[config.mk]
export PLATFORM = sky130hd
export DESIGN_NAME = arm_multicycle_ctrl
export DESIGN_NICKNAME = d
export VERILOG_FILES = /design/src/rtl/arm_multicycle_ctrl.sv
export SDC_FILE = /design/constraint.sdc
export NUM_CORES = 1
export LEC_CHECK = 0
export ABC_AREA = 0
export ABC_CLOCK_PERIOD_IN_PS = 5000
export BUFFER_PORTS_ARGS = -buffer_cell sky130_fd_sc_hd__clkbuf_2
export CORE_MARGIN = 2
export CORE_UTILIZATION = 50
export DETAILED_ROUTE_END_ITERATION = 16
export PLACE_DENSITY = 0.87
export SETUP_SLACK_MARGIN = 0.4
export SLEW_MARGIN = 10
export SYNTH_ARGS = -nofsm -noshare
export SYNTH_HDL_FRONTEND = slang
export SYNTH_SLANG_ARGS = --single-unit
[constraint.sdc]
create_clock -name clk -period 5 [get_ports clk]
set_input_delay 1 -clock clk [delete_from_list [all_inputs] [get_ports clk]]
set_output_delay 1 -clock clk [all_outputs]
set_load 0.02 [all_outputs]
[src/rtl/arm_multicycle_ctrl.sv]
`default_nettype none
// ============================================================================
// Module   : arm_multicycle_ctrl
// Purpose  : Multicycle ARM-subset control unit: FSM sequencing, datapath
//            selects, NZCV flags register and condition-gated writes.
// Revision : 1.0 - initial release
// ============================================================================
module arm_multicycle_ctrl (
    input  logic       clk,
    input  logic       reset,
    input  logic [3:0] Cond,
    input  logic [1:0] Op,
    input  logic [5:0] Funct,
    input  logic [3:0] Rd,
    input  logic [3:0] ALUFlags,
    output logic       PCWrite,
    output logic       MemWrite,
    output logic       RegWrite,
    output logic       IRWrite,
    output logic       AdrSrc,
    output logic [1:0] RegSrc,
    output logic       ALUSrcA,
    output logic [1:0] ALUSrcB,
    output logic [1:0] ResultSrc,
    output logic [1:0] ImmSrc,
    output logic [1:0] ALUControl,
    output logic [3:0] Flags
);

    typedef enum logic [3:0] {
        FETCH  = 4'd0,
        DECODE = 4'd1,
        EXECR  = 4'd2,
        EXECI  = 4'd3,
        ALUWB  = 4'd4,
        MEMADR = 4'd5,
        MEMRD  = 4'd6,
        MEMWB  = 4'd7,
        MEMWR  = 4'd8,
        BRANCH = 4'd9
    } state_t;

    state_t     state_q, state_d;
    logic [3:0] flags_q, flags_d;
    logic       condex_q, condex_d;

    logic [1:0] w_alu_dec;
    logic       w_cmd_valid;
    logic       w_exec;
    logic       w_rd_pc;

    function automatic logic f_condex(input logic [3:0] cond, input logic [3:0] nzcv);
        logic n, z, c, v;
        {n, z, c, v} = nzcv;
        case (cond)
            4'b0000: f_condex = z;
            4'b0001: f_condex = !z;
            4'b0010: f_condex = c;
            4'b0011: f_condex = !c;
            4'b0100: f_condex = n;
            4'b0101: f_condex = !n;
            4'b0110: f_condex = v;
            4'b0111: f_condex = !v;
            4'b1000: f_condex = c && !z;
            4'b1001: f_condex = !c || z;
            4'b1010: f_condex = (n == v);
            4'b1011: f_condex = (n != v);
            4'b1100: f_condex = !z && (n == v);
            4'b1101: f_condex = z || (n != v);
            4'b1110: f_condex = 1'b1;
            default: f_condex = 1'b0;
        endcase
    endfunction

    always_comb begin
        w_alu_dec   = 2'b00;
        w_cmd_valid = 1'b1;
        case (Funct[4:1])
            4'b0100: w_alu_dec = 2'b00;
            4'b0010: w_alu_dec = 2'b01;
            4'b0000: w_alu_dec = 2'b10;
            4'b1100: w_alu_dec = 2'b11;
            default: w_cmd_valid = 1'b0;
        endcase
    end

    assign w_exec  = (state_q == EXECR) || (state_q == EXECI);
    assign w_rd_pc = (Rd == 4'd15);

    always_comb begin
        state_d  = FETCH;
        condex_d = condex_q;
        case (state_q)
            FETCH:  state_d = DECODE;
            DECODE: begin
                condex_d = f_condex(Cond, flags_q);
                case (Op)
                    2'b00:   state_d = Funct[5] ? EXECI : EXECR;
                    2'b01:   state_d = MEMADR;
                    2'b10:   state_d = BRANCH;
                    default: state_d = FETCH;
                endcase
            end
            EXECR, EXECI: state_d = ALUWB;
            MEMADR: state_d = Funct[0] ? MEMRD : MEMWR;
            MEMRD:  state_d = MEMWB;
            default: state_d = FETCH;
        endcase
    end

    // Logical ops (AND/ORR) leave C and V untouched.
    always_comb begin
        flags_d = flags_q;
        if (w_exec && condex_q && Funct[0] && w_cmd_valid) begin
            flags_d[3:2] = ALUFlags[3:2];
            if (!w_alu_dec[1]) begin
                flags_d[1:0] = ALUFlags[1:0];
            end
        end
    end

    always_ff @(posedge clk) begin
        if (reset) begin
            state_q  <= FETCH;
            flags_q  <= 4'b0000;
            condex_q <= 1'b0;
        end else begin
            state_q  <= state_d;
            flags_q  <= flags_d;
            condex_q <= condex_d;
        end
    end

    always_comb begin
        PCWrite    = 1'b0;
        MemWrite   = 1'b0;
        RegWrite   = 1'b0;
        IRWrite    = 1'b0;
        AdrSrc     = 1'b0;
        ALUSrcA    = 1'b0;
        ALUSrcB    = 2'b00;
        ResultSrc  = 2'b00;
        ALUControl = 2'b00;
        ImmSrc     = Op;
        RegSrc     = {Op == 2'b01, Op == 2'b10};
        case (state_q)
            FETCH: begin
                IRWrite   = 1'b1;
                PCWrite   = 1'b1;
                ALUSrcA   = 1'b1;
                ALUSrcB   = 2'b10;
                ResultSrc = 2'b10;
            end
            DECODE: begin
                ALUSrcA   = 1'b1;
                ALUSrcB   = 2'b10;
                ResultSrc = 2'b10;
            end
            EXECR: ALUControl = w_alu_dec;
            EXECI: begin
                ALUSrcB    = 2'b01;
                ALUControl = w_alu_dec;
            end
            ALUWB: begin
                RegWrite = condex_q && w_cmd_valid && !w_rd_pc;
                PCWrite  = condex_q && w_cmd_valid && w_rd_pc;
            end
            MEMADR: ALUSrcB = 2'b01;
            MEMRD:  AdrSrc = 1'b1;
            MEMWB: begin
                ResultSrc = 2'b01;
                RegWrite  = condex_q && !w_rd_pc;
                PCWrite   = condex_q && w_rd_pc;
            end
            MEMWR: begin
                AdrSrc   = 1'b1;
                MemWrite = condex_q;
            end
            BRANCH: begin
                ALUSrcB   = 2'b01;
                ResultSrc = 2'b10;
                PCWrite   = condex_q;
            end
            default: ;
        endcase
        if (reset) begin
            PCWrite  = 1'b0;
            MemWrite = 1'b0;
            RegWrite = 1'b0;
            IRWrite  = 1'b0;
        end
    end

    assign Flags = flags_q;

endmodule
`default_nettype wire

==> flow_results.xml <==
<?xml version="1.0" encoding="UTF-8"?>
<metrics>
  <group name="min_path">
    <metric name="hold_path_class" unit="">flop to flop</metric>
  </group>
  <group name="logic_synthesis">
    <metric name="synth_largest_type_area_fraction" unit="%">18.4</metric>
    <metric name="synthDominantAreaCellType" unit="">dfxtp_1</metric>
    <metric name="synth_cell_types" unit="">47</metric>
    <metric name="synth-seq-area-share" unit="%">18.4</metric>
    <metric name="yosys-top-cells-area" unit="">dfxtp_1 18%, ha_1 7.7%, mux2i_1 6.1%, a21oi_1 5.1%, nor4b_1 4.5%</metric>
    <metric name="yosysWarningCount" unit="">0</metric>
    <metric name="syn-mean-instance-area" unit="µm²">7.71</metric>
    <metric name="ys_seq_elements" unit="">9</metric>
    <metric name="syn_nets" unit="">155</metric>
    <metric name="synthesis.instances" unit="">127</metric>
    <metric name="synthesized_area" unit="µm²">980</metric>
  </group>
  <group name="layout">
    <metric name="antennaDiodeCount" unit="">0</metric>
    <metric name="num-fill-cells" unit="">162</metric>
    <metric name="layout_commonest_cell" unit="">clkbuf_2</metric>
    <metric name="postLayoutCellArea" unit="µm²">1190</metric>
    <metric name="final_layout_size_suffix_gt1_share" unit="%">30.4</metric>
    <metric name="mostFrequentLayoutCells" unit="">41 x clkbuf_2, 10 x a21oi_1, 9 x dfxtp_1, 9 x nor2_1, 8 x nand2_1</metric>
    <metric name="synthToLayoutAreaGrowth" unit="%">21.3</metric>
    <metric name="layoutNonFillerInstCount" unit="">188</metric>
    <metric name="num-nets-final" unit="">190</metric>
    <metric name="final_cell_utilization_of_the_core" unit="%">62.5</metric>
  </group>
  <group name="floorplanning">
    <metric name="ioPinCount" unit="">42</metric>
    <metric name="num_rows" unit="">16</metric>
    <metric name="die_area" unit="µm²">2330</metric>
    <metric name="core" unit="µm²">1900</metric>
    <metric name="start_util" unit="%">51.5</metric>
    <metric name="die_h" unit="µm">48.3</metric>
    <metric name="dieWidth" unit="µm">48.3</metric>
  </group>
  <group name="global_routing">
    <metric name="grt_pass1_vias" unit="">927</metric>
    <metric name="grt_overflow" unit="">0</metric>
    <metric name="grt_pass1_wl" unit="µm">3550</metric>
    <metric name="grt_start_max_net_pins" unit="">18</metric>
    <metric name="global_route.usage.total" unit="%">21.4</metric>
    <metric name="antenna_found_initial" unit="">0</metric>
  </group>
  <group name="sta">
    <metric name="max_slew_margin" unit="%">62.8</metric>
    <metric name="setup_viol" unit="">0</metric>
    <metric name="fmax" unit="MHz">314</metric>
    <metric name="holdWs" unit="ps">570</metric>
    <metric name="finalClockSkew" unit="ps">3.75</metric>
    <metric name="rsz0062_at_grt" unit="">no</metric>
    <metric name="slew_violations" unit="">0</metric>
    <metric name="hold_viol_final" unit="">0</metric>
    <metric name="post-route-period-util" unit="%">63.7</metric>
    <metric name="minimum_period_implied_by_the_final_worst_setup_slack" unit="ps">3180</metric>
    <metric name="finalWorstSetupSlack" unit="ps">1820</metric>
    <metric name="fin_setup_tns" unit="ps">0</metric>
    <metric name="worst_slew_pin_slew" unit="ps">551</metric>
  </group>
  <group name="place">
    <metric name="place.detailed.hpwl" unit="µm">1770</metric>
    <metric name="place.port_buffers" unit="">41</metric>
    <metric name="dp_cells" unit="">184</metric>
    <metric name="placement.setup.worst_slack" unit="ps">1810</metric>
    <metric name="post_dp_area" unit="µm²">1160</metric>
    <metric name="finalWeightedCongestion" unit="">0.854</metric>
  </group>
  <group name="worst_setup_path">
    <metric name="timing.critical_path.cells" unit="">clkbuf_2 &gt; mux2_2 &gt; nor2_1 &gt; o21ai_0 &gt; nor4_1 &gt; clkbuf_2</metric>
    <metric name="required" unit="ps">4000</metric>
    <metric name="cp_data_arrival_time" unit="ps">2180</metric>
    <metric name="most_common_cell_on_crit_path" unit="">clkbuf_2</metric>
    <metric name="timing.critical_path.from_type" unit="">input pin</metric>
    <metric name="crit_path_max_incr_delay" unit="ps">380</metric>
    <metric name="criticalPathCategory" unit="">input pin to primary output</metric>
    <metric name="cpMaxStageDelayCell" unit="">mux2_2</metric>
    <metric name="crit_path_max_fanout" unit="">5</metric>
    <metric name="worstSetupEndpointType" unit="">primary output</metric>
  </group>
  <group name="detailed_routing">
    <metric name="routed_via_density" unit="">5.96</metric>
    <metric name="routed-via-count" unit="">1120</metric>
    <metric name="postRouteWirelength" unit="µm">2330</metric>
    <metric name="route.detailed.wl_per_inst" unit="µm">12.4</metric>
    <metric name="detail_route.drc_violations" unit="">0</metric>
    <metric name="drt_antenna_net_count" unit="">0</metric>
    <metric name="firstDrtPassIters" unit="">4</metric>
    <metric name="number_of_design_rule_violations_left_by_the_first_detailed_router_iteration" unit="">35</metric>
  </group>
  <group name="clocking">
    <metric name="cts_buffers" unit="">3</metric>
    <metric name="ctsRootBufferMaster" unit="">clkbuf_4</metric>
    <metric name="cts_repair_resize_count" unit="">0</metric>
    <metric name="worstSkewPairLatency" unit="ps">250</metric>
    <metric name="cts-hold-fix-buffers" unit="">0</metric>
    <metric name="clockBufferDepth" unit="">2</metric>
    <metric name="post_cts.repair.setup_buffers" unit="">0</metric>
    <metric name="clock_tree_from_tritoncts" unit="">yes</metric>
    <metric name="numClockSinks" unit="">9</metric>
    <metric name="clock_transition_at_the_registers_of_the_reported_paths" unit="ps">60</metric>
    <metric name="cts-htree-levels" unit="">1</metric>
  </group>
  <group name="power">
    <metric name="ir_drop" unit="mV">0.122</metric>
    <metric name="power_density" unit="nW/µm²">202</metric>
    <metric name="final_total_power" unit="µW">240</metric>
    <metric name="leakagePower" unit="nW">0.522</metric>
  </group>
  <group name="run_status">
    <metric name="run_status" unit="">finished clean</metric>
  </group>
  <group name="run">
    <metric name="max-cap-violations" unit="">0</metric>
  </group>
</metrics>
## synth_stat cells, drive strengths merged
library cell,number
dfxtp,9
o21a,1
nor2,9
and4,2
o2111ai,1
and3,1
nand2,8
inv,5
nand4bb,1
o22ai,1
or3,1
o211a,1
nand4,1
nand2b,3
ha,6
nor4b,5
xor2,2
a21oi,10
nand4b,1
or4,2
o311ai,1
xnor2,1
o21ai,6
o21ba,1
and2,1
mux2i,6
a2111oi,1
a32o,1
nor2b,5
o32ai,1
nor3b,2
mux2,1
a22oi,1
nor4,3
o221ai,1
clkbuf,6
buf,5
a211oi,1
a311oi,2
or3b,1
nand3b,1
nand3,3
nor3,6
## power breakdown
group | leakage [nW] | switching [mW] | internal (mW) | total [mW]
combinational | 0.434 | 0.0553 | 0.0400 | 0.0953
sequential | 0.0732 | 0.0147 | 0.0765 | 0.0912
clock | 0.0150 | 0.0230 | 0.0306 | 0.0536
## final timing paths
| kind | startpoint | end | slack (ps) | cells past startpoint |
|---|---|---|---|---|
| setup / recovery | Funct[3] | RegWrite | 1820 | 6 |
| setup reg to reg | state_q[1]$_SDFF_PP0_ | Flags[0]$_SDFFE_PP0P_ | 3060 | 4 |
| hold / removal | Flags[1]$_SDFFE_PP0P_ | Flags[1]$_SDFFE_PP0P_ | 570 | 2 |
| hold reg to reg | Flags[1]$_SDFFE_PP0P_ | Flags[1]$_SDFFE_PP0P_ | 570 | 2 |
## critical path, delay by kind of cell
| family | cells | cell delay, ps |
|---|---|---|
| muxes | 1 | 380 |
| buffers and inverters | 2 | 340 |
| AOI/OAI and AO/OA | 1 | 90 |
| and+or+nand+nor | 2 | 370 |
## area by class of cell
class / count / area [µm²] / area share, %
Inverter: 5 / 18.8 / 1.58
Multi-Input combinational cell: 102 / 724 / 60.9
Sequential cell: 9 / 180 / 15.2
Tap cell: 27 / 33.8 / 2.84
Clock buffer: 4 / 26.3 / 2.21
Timing Repair Buffer: 41 / 205 / 17.3
## registers in the layout, indices dropped and copies added, names as in the netlist
name      flops
Flags         4
state_q       4
condex_q      1
## per-layer routing
layer / global-route usage [%] / part of all wire, % / vias up
li1: - / - / 545
met1: 24.1 / 41 / 515
met2: 39.5 / 50 / 56
met3: 1.11 / 7.3 / 4
met4: 11.9 / 1.5 / 0
met5: 0 / 0 / -
## logic make-up after synthesis
kind of cell | share of synthesized area (%)
AND/OR/NAND/NOR | 35.9
flip-flops | 18.4
buffers and inverters | 7.66
adder cells (fa/ha/maj) | 7.66
AO/OA/AOI/OAI | 20.4
multiplexers | 7.28
XOR/XNOR | 2.68
Note: power is estimated with default switching activity, not from simulation.
